<file path="config.mk">
export PLATFORM = sky130hd
export DESIGN_NAME = imm_gen_pipe
export DESIGN_NICKNAME = d
export VERILOG_FILES = /design/src/rtl/imm_gen_pipe.sv
export SDC_FILE = /design/constraint.sdc
export NUM_CORES = 1
export LEC_CHECK = 0
export ABC_AREA = 1
export BUFFER_PORTS_ARGS = -buffer_cell sky130_fd_sc_hd__buf_4
export CAP_MARGIN = 40
export CORE_MARGIN = 2
export CORE_UTILIZATION = 52
export DETAILED_ROUTE_END_ITERATION = 16
export PLACE_DENSITY = 0.83
export RECOVER_POWER = 25
export SETUP_SLACK_MARGIN = 0.1
export SLEW_MARGIN = 20
export SYNTH_ARGS = -nofsm -noshare
export SYNTH_HDL_FRONTEND = slang
export SYNTH_SLANG_ARGS = --single-unit
</file>
<file path="constraint.sdc">
create_clock -name clk -period 2.1 [get_ports clk]
set_input_delay 0.63 -clock clk [delete_from_list [all_inputs] [get_ports clk]]
set_output_delay 0.63 -clock clk [all_outputs]
set_load 0.05 [all_outputs]
</file>
<file path="src/rtl/imm_gen_pipe.sv">
// imm_gen_pipe: pipelined RISC-V immediate generator with a DEPTH-entry
// output queue and valid/ready handshakes on both sides.
// Decodes the I/S/B/U/J immediates, sign-extended to XLEN from instr[31].
// Optional feature macro: IMMGEN_CSR_EN -- when defined, CSRR*I instructions
// (opcode 1110011, funct3[2]=1) yield the zero-extended zimm with fmt=5.
// When undefined, that opcode decodes as "no immediate".
module imm_gen_pipe #(
    parameter int XLEN  = 32,
    parameter int DEPTH = 2
) (
    input  logic                   clk,
    input  logic                   rst_n,
    input  logic                   instr_valid,
    output logic                   instr_ready,
    input  logic [31:0]            instr,
    output logic                   imm_valid,
    input  logic                   imm_ready,
    output logic [XLEN-1:0]        imm,
    output logic [2:0]             imm_fmt,
    output logic                   imm_illegal,
    output logic [$clog2(DEPTH):0] level
);
    localparam int PW = $clog2(DEPTH);
    localparam int LW = PW + 1;

    localparam logic [2:0] FMT_I    = 3'd0;
    localparam logic [2:0] FMT_S    = 3'd1;
    localparam logic [2:0] FMT_B    = 3'd2;
    localparam logic [2:0] FMT_U    = 3'd3;
    localparam logic [2:0] FMT_J    = 3'd4;
`ifdef IMMGEN_CSR_EN
    localparam logic [2:0] FMT_CSR  = 3'd5;
`endif
    localparam logic [2:0] FMT_NONE = 3'd7;

    typedef struct packed {
        logic [XLEN-1:0] imm;
        logic [2:0]      fmt;
        logic            illegal;
    } dec_t;

    // Immediate decode: start from a full sign fill of instr[31], then overlay
    // the format-specific low bits so no zero-width replication is needed.
    function automatic dec_t decode(input logic [31:0] w);
        dec_t d;
        d.imm     = {XLEN{w[31]}};
        d.fmt     = FMT_NONE;
        d.illegal = 1'b0;
        case (w[6:0])
            7'b0010011, 7'b0000011, 7'b1100111: begin
                d.imm[11:0] = w[31:20];
                d.fmt       = FMT_I;
            end
            7'b0100011: begin
                d.imm[11:0] = {w[31:25], w[11:7]};
                d.fmt       = FMT_S;
            end
            7'b1100011: begin
                d.imm[12:0] = {w[31], w[7], w[30:25], w[11:8], 1'b0};
                d.fmt       = FMT_B;
            end
            7'b0110111, 7'b0010111: begin
                d.imm[31:0] = {w[31:12], 12'b0};
                d.fmt       = FMT_U;
            end
            7'b1101111: begin
                d.imm[20:0] = {w[31], w[19:12], w[20], w[30:21], 1'b0};
                d.fmt       = FMT_J;
            end
`ifdef IMMGEN_CSR_EN
            7'b1110011: begin
                if (w[14]) begin
                    d.imm      = {XLEN{1'b0}};
                    d.imm[4:0] = w[19:15];
                    d.fmt      = FMT_CSR;
                end else begin
                    d.imm     = {XLEN{1'b0}};
                    d.fmt     = FMT_NONE;
                    d.illegal = 1'b1;
                end
            end
`endif
            default: begin
                d.imm     = {XLEN{1'b0}};
                d.fmt     = FMT_NONE;
                d.illegal = 1'b1;
            end
        endcase
        return d;
    endfunction

    logic [XLEN-1:0] imm_mem_r [DEPTH];
    logic [2:0]      fmt_mem_r [DEPTH];
    logic            ill_mem_r [DEPTH];
    logic [PW-1:0]   wr_ptr_r;
    logic [PW-1:0]   rd_ptr_r;
    logic [LW-1:0]   level_r;
    logic            ready_r;

    logic            push_s;
    logic            pop_s;
    logic            not_empty_s;
    logic [LW-1:0]   level_nxt_s;
    dec_t            dec_s;

    // Handshake qualification, next occupancy and write-side decode.
    always_comb begin
        not_empty_s = (level_r != LW'(0));
        push_s      = instr_valid & ready_r;
        pop_s       = not_empty_s & imm_ready;
        dec_s       = decode(instr);
        case ({push_s, pop_s})
            2'b10:   level_nxt_s = level_r + LW'(1);
            2'b01:   level_nxt_s = level_r - LW'(1);
            default: level_nxt_s = level_r;
        endcase
    end

    // Queue storage: decoded entries are written at the tail on push.
    always_ff @(posedge clk or negedge rst_n) begin
        if (!rst_n) begin
            for (int i = 0; i < DEPTH; i++) begin
                imm_mem_r[i] <= {XLEN{1'b0}};
                fmt_mem_r[i] <= FMT_NONE;
                ill_mem_r[i] <= 1'b0;
            end
        end else if (push_s) begin
            imm_mem_r[wr_ptr_r] <= dec_s.imm;
            fmt_mem_r[wr_ptr_r] <= dec_s.fmt;
            ill_mem_r[wr_ptr_r] <= dec_s.illegal;
        end
    end

    // Pointers, occupancy and the registered accept flag; a pop in a full
    // cycle only frees the slot for the following cycle.
    always_ff @(posedge clk or negedge rst_n) begin
        if (!rst_n) begin
            wr_ptr_r <= PW'(0);
            rd_ptr_r <= PW'(0);
            level_r  <= LW'(0);
            ready_r  <= 1'b0;
        end else begin
            if (push_s) begin
                wr_ptr_r <= wr_ptr_r + PW'(1);
            end
            if (pop_s) begin
                rd_ptr_r <= rd_ptr_r + PW'(1);
            end
            level_r <= level_nxt_s;
            ready_r <= (level_nxt_s < LW'(DEPTH));
        end
    end

    // Head mux: storage straight to the outputs, neutral values when empty.
    always_comb begin
        if (not_empty_s) begin
            imm         = imm_mem_r[rd_ptr_r];
            imm_fmt     = fmt_mem_r[rd_ptr_r];
            imm_illegal = ill_mem_r[rd_ptr_r];
        end else begin
            imm         = {XLEN{1'b0}};
            imm_fmt     = FMT_NONE;
            imm_illegal = 1'b0;
        end
    end

    assign imm_valid   = not_empty_s;
    assign instr_ready = ready_r;
    assign level       = level_r;

endmodule

</file>
## Word level (Yosys, flattened, before mapping)

Index checks and enable logic that the tools add are counted.

| word-level totals | value |
|---|---|
| output and inout bits | 40 |
| flip-flop bits (word level) | 77 |
| bits of input ports | 36 |
| logic and storage cells | 67 |

| cells by class | value |
|---|---|
| bitwise gates (word level) | 4 |
| add/subtract/negate cells | 4 |
| reductions and logical operators | 8 |
| equal/unequal tests | 10 |
| order comparisons | 4 |
| multiplexer cells | 27 |

Operators with widths:

| cell | count |
|---|---|
| $mux 32 | 5 |
| $pmux 15 s5 | 1 |
| $bwmux 64 | 1 |
| $demux 32 s1 | 1 |
| $pmux 8 s3 | 1 |
| $pmux 11 s2 | 1 |
| $eq 7x7->1 const B | 3 |
| $mux 3 | 5 |
| $eq 7x5->1 const B | 2 |
| $eq 7x6->1 const B | 2 |
| $reduce_or 8->1 | 1 |
| $eq 7x2->1 const B | 1 |
| $bwmux 6 | 1 |
| $mux 1 | 6 |
| $reduce_or 3->1 | 2 |
| $reduce_or 6->1 | 1 |
| $reduce_or 5->1 | 1 |
| $ge 2x2->1 const B | 2 |
| $not 1->2 | 2 |
| $pmux 2 s2 | 1 |
| $demux 3 s1 | 1 |
| $add 1x1->1 const B | 2 |
| $add 2x1->2 const B | 1 |
| $and 1x1->1 | 2 |
| other kinds (11) | 11 |

## Logic depth before layout (Yosys ltp)

Gate-level depths: netlist of the first run.

| logic depth | value |
|---|---|
| word-level depth | 6 |
| mapped depth | 10 |
| gate-level depth less buffers | 9 |

## Least setup slack after synthesis of the first run

Ideal clock, no wire load.

| timing | value |
|---|---|
| kind | flip-flop to output port |
| start | register level_r[0] (netlist: level[0]) |
| end | output imm[10] |
| arrival time | 1.913 ns |
| stages on the path, launching flop included | 4 |
| required time | 1.470 ns |
| path buffers | 1 |
| setup slack | -0.443 ns |
| cell sequence | dfrtp_1 nor2_1 clkbuf_1 a21oi_1 |

| between the ends | value |
|---|---|
| word-level cells in the longest chain between the ends | 2 |

Ends and longest elaborated chain:

| item | RTL line | text |
|---|---|---|
| start, declared | 97 | `logic [LW-1:0] level_r;` |
| start signal, assigned | 149 | `level_r <= level_nxt_s;` |
| $reduce_bool 2->1 | 108 | `not_empty_s = (level_r != LW'(0));` |
| $mux 32 | 156 | `if (not_empty_s) begin` |
| end, declared | 18 | `output logic [XLEN-1:0] imm,` |

No other way between the ends.

## Final worst setup path of the first run

| timing | value |
|---|---|
| start | register rd_ptr_r |
| end | output imm[31] |

| between the ends | value |
|---|---|
| word-level cells in the longest chain between the ends | 5 |

Ends and longest elaborated chain:

| item | RTL line | text |
|---|---|---|
| start, declared | 96 | `logic [PW-1:0] rd_ptr_r;` |
| start signal, assigned | 147 | `rd_ptr_r <= rd_ptr_r + PW'(1);` |
| $not 1->2 (not written as such) | 157 | `imm = imm_mem_r[rd_ptr_r];` |
| $mux 32 (not written as such) (3 in series) | 157 |  |
| $mux 32 | 156 |  |

No other way between the ends. The select of a mux whose other input is x is not followed.

==> flow_metrics.env, run 1 <==
export IMPL_yosysSeqAreaShare_pct=49.0
export IMPL_maxSlewViolCount=0
export IMPL_worst_slack_ns=-0.0846
export IMPL_h_tree_depth=3
export IMPL_synth_top_family_by_area="simple AND/OR/NAND/NOR gates"
export IMPL_die_area_um2=8300
export IMPL_synth_simple_gate_area_share_pct=36.1
export IMPL_synthFlopType="dfrtp_1"
export IMPL_rr_worst_depth=9
export IMPL_synth_adder_area_share_pct=0.317
export IMPL_yosys_area_top_type="dfrtp_1"
export IMPL_synth_edf_count=0
export IMPL_hpwl_um=7430
export IMPL_start_util_pct=54.1
export IMPL_rows=31
export IMPL_clk_latency_ns=0.36
export IMPL_violations="negative setup slack"
export IMPL_boundaryPins=76
export IMPL_whs_path_depth=2
export IMPL_hold_path_class="reg -> reg"
export IMPL_fin_crit_sh_pct=104
export IMPL_yosys_mux_area_fraction_pct=0
export IMPL_crit_fanout=7
export IMPL_netlist_area_leader_share_pct=45.0
export IMPL_fin_util_pct=78.0
export IMPL_min_from="fmt_mem_r[5]"
export IMPL_critical_path_class="reg -> out"
export IMPL_power_density_nw_per_um2=1300
export IMPL_vias_per_cell=5.62
export IMPL_clk_pin_slew_ns=0.08
export IMPL_synthDistinctLibCells=28
export IMPL_multi_input_area_um2=2280
export IMPL_drive_gt1_share_pct=36.0
export IMPL_syn_instance_count=526
export IMPL_worst_slew_pin_slew_ns=1.16
export IMPL_cts_tree="yes"
export IMPL_power_static_leakage_nw=2.83
export IMPL_ant_nets=0
export IMPL_drt_total_wl_um=12600
export IMPL_synth_compound_area_share_pct=8.91
export IMPL_fillCellCount=502
export IMPL_holdPathEnd="fmt_mem_r[5]"
export IMPL_worstSetupEndpointType="primary output"
export IMPL_relSlewSlack_pct=22.5
export IMPL_dieHeight_um=91.1
export IMPL_fin_nets=652
export IMPL_drv_cap=0
export IMPL_ys_ff_latch=77
export IMPL_portBuffers=75
export IMPL_fin_crit_ns=2.18
export IMPL_rsz0062_at_grt="true"
export IMPL_critPathLaunchType="register"
export IMPL_rr_endpoint="instr_ready"
export IMPL_die_w_um=91.1
export IMPL_cts_hold_buf=0
export IMPL_crit_required_ns=1.47
export IMPL_synthTopCellsByArea="dfrtp_1, nand2_1, a21oi_1, dfstp_2, nand2_4"
export IMPL_synth_most_common_cell="nand2_1"
export IMPL_core_area_um2=7290
export IMPL_first_pass_iters=5
export IMPL_ir_drop_v=0.00127
export IMPL_ff_latch_area_um2=1940
export IMPL_first_global_vias=3968
export IMPL_drt_iter0_markers=281
export IMPL_wire_per_inst_um=17.5
export IMPL_syn_to_final_growth_pct=44.2
export IMPL_r2r_slack_ns=0.22
export IMPL_cts_buffer_depth=2
export IMPL_grt_ovfl_total=0
export IMPL_synth_commonest_cells="nand2_1, dfrtp_1, a21oi_1"
export IMPL_antenna_found_initial=0
export IMPL_routabilityCongestion=0.796
export IMPL_grt_pass1_wl_um=19000
export IMPL_numCtsBuffers=9
export IMPL_drc=0
export IMPL_pre_cts_ws_ns=0.207
export IMPL_synth_nets=563
export IMPL_vias=4040
export IMPL_report_final_hold_viol_count=0
export IMPL_max_freq_mhz=458
export IMPL_synthArstFlopShare_pct=100
export IMPL_grt_usage_pct=29.3
export IMPL_setup_viol=33
export IMPL_synthXorXnorAreaFrac_pct=0.666
export IMPL_ys_warn_count=0
export IMPL_status="complete, but fails checks"
export IMPL_insertedDiodeCount=0
export IMPL_postSynthAreaPerCell_um2=7.50
export IMPL_syn_area_um2=3950
export IMPL_grt_start_max_net_pins=44
export IMPL_cts_sinks=77
export IMPL_r2r_start="level[0]"
export IMPL_cts_root_buf="clkbuf_8"
export IMPL_fin_skew_ns=0.00879
export IMPL_arrival_ns=1.55
==> state kept, by name, summed over array words and instances, names as in the netlist <==
name / cells
level: 2
imm_mem_r: 64
instr_ready: 1
wr_ptr_r: 1
fmt_mem_r: 6
ill_mem_r: 2
rd_ptr_r: 1
==> power by group <==
group	total [mW]	internal, mW	leakage [nW]	switching [mW]
clock	1.04	0.464	0.0897	0.578
sequential	2.13	1.87	1.01	0.257
combinational	4.25	1.62	1.72	2.63
total	7.42	3.96	2.83	3.46
==> final cells by class <==
| class | instances | area share (%) |
|---|---|---|
| Timing Repair Buffer | 105 | 19.3 |
| Tap cell | 99 | 2.18 |
| Clock buffer | 11 | 2.48 |
| Inverter | 17 | 1.28 |
| Multi-Input combinational cell | 405 | 40.0 |
| Sequential cell | 77 | 34.1 |
| Clock inverter | 5 | 0.616 |
==> cells in the final DEF (no fill, tap or decap), types with 2 or more instances in the layout <==
master      count
clkbuf_8       10
nor2_1         12
nand2_4        17
a21oi_4        29
nand2_1       261
buf_4          52
inv_2           4
o21ai_0        16
clkinv_2        2
dfrtp_1        68
clkinvlp_4      2
clkinv_4        2
nand2_2        25
dfstp_2         6
o21ai_2         2
a31oi_1         8
nand3_4         2
xor2_1          2
buf_6          37
clkbuf_1        2
inv_1          11
nor2_4          2
dfrtp_2         3
buf_8           4
buf_12          6
a21oi_2         6
clkbuf_16       3
o21ai_1         3
nor2_2          4
nand3_1        10
==> cell families after synthesis <==
| logic type | count (synthesis) |
|---|---|
| AND/OR/NAND/NOR | 335 |
| flip-flops | 77 |
| AO/OA/AOI/OAI | 66 |
| buffers and inverters | 44 |
| XOR/XNOR | 3 |
| adder cells (fa/ha/maj) | 1 |
==> per-layer routing <==
metal | global-route usage, % | wire [µm]
met5 | 0 | 0
met4 | 13.6 | 442
met3 | 4.65 | 837
met2 | 49.4 | 6400
met1 | 37.0 | 4890
==> critical path, cell delays in order (launching register included) <==
cell and delay, ns:
dfrtp_2 0.48, clkinv_4 0.14, buf_12 0.14, nand2_1 0.06, a21oi_2 0.19, buf_6 0.19
==> how the worst max path moves through the flow <==
stage,from,end,cells past startpoint
6_report,rd_ptr_r,imm[31],5
5_1_grt,rd_ptr_r,imm[28],5
4_1_cts,rd_ptr_r,imm[28],5
3_5_place_dp,level[1],imm[2],5
3_3_place_gp,instr_valid,imm_mem_r[31],5
2_1_floorplan,level[0],imm[10],3
==> repair_timing <==
item / CTS / global route
buffers inserted: 10 / 0
endpoints found under the setup margin: 37 / 37
cloned: 0 / 4
pin swaps: 1 / 6
gates resized for setup: 35 / 47
==> through the flow <==
stage               TNS [ns]  instances  instance area (µm²)  total power [mW]  hold slack, ns
finish                 -1.72        719                 5690              7.42           0.469
CTS                   -0.845        715                 5480              6.87           0.156
detailed placement         0        689                 5070              5.47           0.456
global route           -3.12        719                 5690              7.70           0.486
floorplan                  0        526                 4330              4.40           0.334
global placement           0        688                 5040              5.35           0.455
Note: power is estimated with default switching activity, not from simulation.
==> inputs of run 2 (changes only) <==
PLACE_DENSITY = 0.76   (was 0.83)
==> flow_metrics.env, run 2 (synthesis gave the netlist of run 1 again) <==
export IMPL_relSlewSlack_pct=35.3
export IMPL_hpwl_um=7120
export IMPL_rsz0062_at_grt="true"
export IMPL_worstSetupEndpointType="primary output"
export IMPL_cts_buffer_depth=2
export IMPL_p_int_mw=4.54
export IMPL_worst_path_buf_inv=3
export IMPL_vias=4104
export IMPL_r2r_slack_ns=0.23
export IMPL_critPathLaunchType="register"
export IMPL_p_switching_mw=3.67
export IMPL_grt_usage_pct=29.7
export IMPL_vias_per_cell=5.61
export IMPL_syn_to_final_growth_pct=53.0
export IMPL_first_global_vias=3994
export IMPL_wire_per_inst_um=17.9
export IMPL_cts_tree="yes"
export IMPL_portBuffers=75
export IMPL_power_static_leakage_nw=3.00
export IMPL_fin_nets=666
export IMPL_fin_crit_ns=2.19
export IMPL_grt_ovfl_total=0
export IMPL_max_freq_mhz=457
export IMPL_core_area_um2=7290
export IMPL_maxSlewViolCount=0
export IMPL_crit_fanout=7
export IMPL_power_density_nw_per_um2=1360
export IMPL_seqPwrFrac_pct=25.8
export IMPL_layout_commonest_cell="nand2_1"
export IMPL_die_area_um2=8300
export IMPL_setup_viol=32
export IMPL_rr_worst_depth=11
export IMPL_dieHeight_um=91.1
export IMPL_violations="negative setup slack"
export IMPL_hold_path_class="in -> async"
export IMPL_routabilityCongestion=0.820
export IMPL_largest_register_ffs=64
export IMPL_h_tree_depth=3
export IMPL_status="complete, but fails checks"
export IMPL_final_design_area_no_fill_um2=6040
export IMPL_rr_endpoint="instr_ready"
export IMPL_power_frac_clock_pct=13.6
export IMPL_fin_crit_sh_pct=104
export IMPL_fillCellCount=455
export IMPL_crit_path_end="imm[1]"
export IMPL_hold_ws_ns=0.419
export IMPL_grt_pass1_wl_um=19300
export IMPL_reg_top3="imm_mem_r (64), fmt_mem_r (6)"
export IMPL_antenna_found_initial=0
export IMPL_ant_nets=0
export IMPL_clk_pin_slew_ns=0.09
export IMPL_arrival_ns=1.56
export IMPL_power_share_switching_pct=44.7
export IMPL_critical_path_class="reg -> out"
export IMPL_worst_slack_ns=-0.0889
export IMPL_placed_area_um2=5070
export IMPL_cts_hold_buf=0
export IMPL_regMostFlops="imm_mem_r"
export IMPL_die_w_um=91.1
export IMPL_grt_start_max_net_pins=44
export IMPL_clk_latency_ns=0.35
export IMPL_crit_path_top_delay_cell="dfrtp_2"
export IMPL_cts_sinks=77
export IMPL_report_final_hold_viol_count=0
export IMPL_fin_setup_tns_ns=-1.21
export IMPL_numCtsBuffers=9
export IMPL_combPwrFrac_pct=60.7
export IMPL_cp_startpoint="rd_ptr_r"
export IMPL_insertedDiodeCount=0
export IMPL_critPathTopFamily="buffers and inverters"
export IMPL_r2r_start="level[1]"
export IMPL_first_pass_iters=8
export IMPL_drv_cap=0
export IMPL_cp_depth=5
export IMPL_boundaryPins=76
export IMPL_cts_root_buf="clkbuf_8"
export IMPL_start_util_pct=54.1
export IMPL_drt_iter0_markers=367
export IMPL_cpPeakStageDelay_ns=0.45
export IMPL_drt_total_wl_um=13100
export IMPL_worst_slew_pin_slew_ns=0.970
export IMPL_fin_skew_ns=0.00869
export IMPL_rows=31
export IMPL_ir_drop_v=0.00106
export IMPL_path_cells="clkinv_4 -> buf_12 -> nand2_1 -> a21oi_4 -> buf_6"
export IMPL_drc=0
export IMPL_drive_gt1_share_pct=37.8
export IMPL_final_cell_mix="nand2_1, dfrtp_1, buf_4"
export IMPL_crit_required_ns=1.47
==> run 2: routing by layer <==
metal  up-vias  GRT usage (%)  routed length [µm]
met5         -              0                   0
met4         0           13.0                 620
met3        66           4.81                 979
met2       232           52.5                6770
met1      1947           35.6                4740
li1       1859              -                   -
==> run 2: worst min path at each step <==
stage / slack (ns) / endpoint / cells past startpoint / startpoint
after global routing: 0.49 / fmt_mem_r[2] / 2 / fmt_mem_r[2]
after global placement: 0.46 / fmt_mem_r[0] / 2 / fmt_mem_r[0]
after detailed placement: 0.46 / fmt_mem_r[2] / 2 / fmt_mem_r[2]
after floorplan: 0.33 / ill_mem_r[0] / 0 / rst_n
final: 0.42 / imm_mem_r[8] / 1 / rst_n
after CTS: 0.26 / imm_mem_r[8] / 1 / rst_n
==> run 2: power groups by stage <==
| stage | Sequential, mW | Combinational [mW] | Clock, mW |
|---|---|---|---|
| 3_5_place_dp | 2.10 | 3.35 | 0 |
| 2_1_floorplan | 2.15 | 2.25 | 0 |
| 5_1_grt | 2.15 | 5.19 | 1.18 |
| 3_3_place_gp | 2.08 | 3.29 | 0 |
| 4_1_cts | 2.07 | 4.30 | 1.10 |
| 6_report | 2.12 | 4.98 | 1.11 |
==> run 2: repair_timing <==
item,CTS,global route
gates resized for setup,61,40
setup endpoints to repair,37,39
hold endpoints to repair,0,0
gates cloned,5,8
pin swaps,2,13
setup buffers,13,1
==> run 2: cell type report <==
class                      instances  area [µm²]  area share, %
multi-input combinational        405        2350           38.8
sequential                        77        1940           32.1
timing repair buffer             119        1370           22.7
clock buffer                      10         128           2.11
tap                               99         124           2.05
inverter                          17        72.6           1.20
clock inverter                     5        62.6           1.04
==> run 2: metrics by stage <==
stage | power [mW] | util, % | instances | worst slack, ns
after floorplan | 4.40 | - | 526 | 0.0448
after detailed placement | 5.44 | 69.6 | 690 | 0.218
after global routing | 8.52 | 82.8 | 732 | -0.0987
after CTS | 7.47 | 78.4 | 723 | -0.0540
after global placement | 5.37 | 69.6 | 690 | 0.253
final | 8.22 | 82.8 | 732 | -0.0889
==> run 2: worst register-to-register path, cell delays in order (launching register included) <==
cell and delay, ns:
dfrtp_2 0.42, nor2_4 0.15, buf_6 0.12, buf_12 0.11, buf_16 0.14, buf_4 0.12
nor2_4 0.04, ha_4 0.22, a21oi_2 0.11, o21ai_2 0.07, xor2_1 0.20, inv_1 0.07
==> inputs of run 3 (changes only) <==
PLACE_DENSITY = 0.78   (was 0.76)
==> flow_metrics.env, run 3 (synthesis gave the netlist of run 1 again) <==
export IMPL_fin_util_pct=80.8
export IMPL_final_cell_mix="nand2_1, dfrtp_1, buf_4"
export IMPL_first_global_vias=3984
export IMPL_ant_nets=0
export IMPL_pre_cts_ws_ns=0.224
export IMPL_violations="negative setup slack"
export IMPL_die_area_um2=8300
export IMPL_setup_viol=31
export IMPL_portBuffers=75
export IMPL_min_from="fmt_mem_r[2]"
export IMPL_syn_to_final_growth_pct=49.3
export IMPL_fin_crit_ns=2.18
export IMPL_dieHeight_um=91.1
export IMPL_first_pass_iters=4
export IMPL_max_freq_mhz=460
export IMPL_fin_crit_sh_pct=104
export IMPL_layout_commonest_cell="nand2_1"
export IMPL_worst_slack_ns=-0.0757
export IMPL_numCtsBuffers=9
export IMPL_drive_gt1_share_pct=37.8
export IMPL_drc=0
export IMPL_worst_slew_pin_slew_ns=1.15
export IMPL_crit_fanout=8
export IMPL_routabilityCongestion=0.821
export IMPL_clk_latency_ns=0.35
export IMPL_rsz0062_at_grt="true"
export IMPL_hold_path_class="reg -> reg"
export IMPL_fin_skew_ns=0.00439
export IMPL_grt_pass1_wl_um=18700
export IMPL_vias=3900
export IMPL_core_area_um2=7290
export IMPL_fin_setup_tns_ns=-0.984
export IMPL_grt_start_max_net_pins=57
export IMPL_rr_worst_depth=8
export IMPL_largest_register_ffs=64
export IMPL_cts_root_buf="clkbuf_8"
export IMPL_crit_required_ns=1.47
export IMPL_wire_per_inst_um=16.2
export IMPL_power_density_nw_per_um2=1340
export IMPL_die_w_um=91.1
export IMPL_relSlewSlack_pct=23.4
export IMPL_arrival_ns=1.55
export IMPL_power_static_leakage_nw=2.97
export IMPL_r2r_slack_ns=0.39
export IMPL_cts_tree="yes"
export IMPL_ir_drop_v=0.00104
export IMPL_grt_usage_pct=28.3
export IMPL_regMostFlops="imm_mem_r"
export IMPL_critical_path_class="reg -> out"
export IMPL_grt_ovfl_total=0
export IMPL_insertedDiodeCount=0
export IMPL_vias_per_cell=5.42
export IMPL_rows=31
export IMPL_hpwl_um=7210
export IMPL_clk_pin_slew_ns=0.07
export IMPL_report_final_hold_viol_count=0
export IMPL_status="complete, but fails checks"
export IMPL_h_tree_depth=3
export IMPL_rr_endpoint="instr_ready"
export IMPL_cts_hold_buf=0
export IMPL_drt_total_wl_um=11700
export IMPL_drt_iter0_markers=270
export IMPL_start_util_pct=54.1
export IMPL_fin_nets=654
export IMPL_maxSlewViolCount=0
export IMPL_worstSetupEndpointType="primary output"
export IMPL_critPathLaunchType="register"
export IMPL_r2r_start="level[0]"
export IMPL_cts_buffer_depth=2
export IMPL_reg_top3="imm_mem_r (64), fmt_mem_r (6)"
export IMPL_holdPathEnd="fmt_mem_r[2]"
export IMPL_whs_path_depth=2
export IMPL_cts_sinks=77
export IMPL_drv_cap=0
export IMPL_antenna_found_initial=0
export IMPL_boundaryPins=76
run 3: worst max-delay path by stage:
stage,start,to,slack [ns],cells past startpoint
floorplan,level[0],imm[10],0.04,3
global placement,level[1],imm[31],0.25,4
detailed placement,level[1],imm[0],0.22,4
CTS,rd_ptr_r,imm[14],-0.03,5
global route,rd_ptr_r,imm[5],-0.09,5
finish,rd_ptr_r,imm[4],-0.08,5
run 3: area by class of cell:
type / count / area (µm²)
clock buffer: 10 / 128
clock inverter: 5 / 100
fill: 471 / 1400
inverter: 17 / 72.6
multi-input combinational: 405 / 2350
sequential: 77 / 1940
tap: 99 / 124
timing repair buffer: 107 / 1180
run 3: per-stage QoR:
stage	area, µm²	power, mW	hold slack, ns	std cells
after floorplan	4330	4.40	0.334	526
after global placement	5050	5.33	0.458	690
after detailed placement	5050	5.40	0.461	690
after CTS	5650	7.40	0.165	714
after global routing	5890	8.21	0.507	720
final	5890	7.88	0.476	720
run 3: per-layer routing:
metal  part of all wire (%)  global-route usage (%)  up-vias  wire (µm)
met5                      0                       0        -          0
met1                     40                    35.3     1884       4680
met4                    2.1                    9.85        0        244
met2                     51                    49.8      161       6020
met3                    6.4                    4.48       27        751
li1                       -                       -     1828          -
run 3: report_power, final:
group	leakage, nW	total, mW	switching [mW]	internal [mW]
combinational	1.84	4.45	2.65	1.79
sequential	1.01	2.13	0.256	1.87
clock	0.116	1.31	0.531	0.780
run 3: timing repair:
action                     4_1_cts  5_1_grt
setup endpoints to repair       37       37
resized for setup               75       39
cloned                           2        3
buffers inserted                 7        3
pin swaps                        3        9
run 3: worst max-delay path, cell delays in order (launching register included):
cell and delay, ns:
dfrtp_2 0.47, clkinv_4 0.14, clkbuf_16 0.19, nand2_1 0.09, a21oi_4 0.14, buf_6 0.17
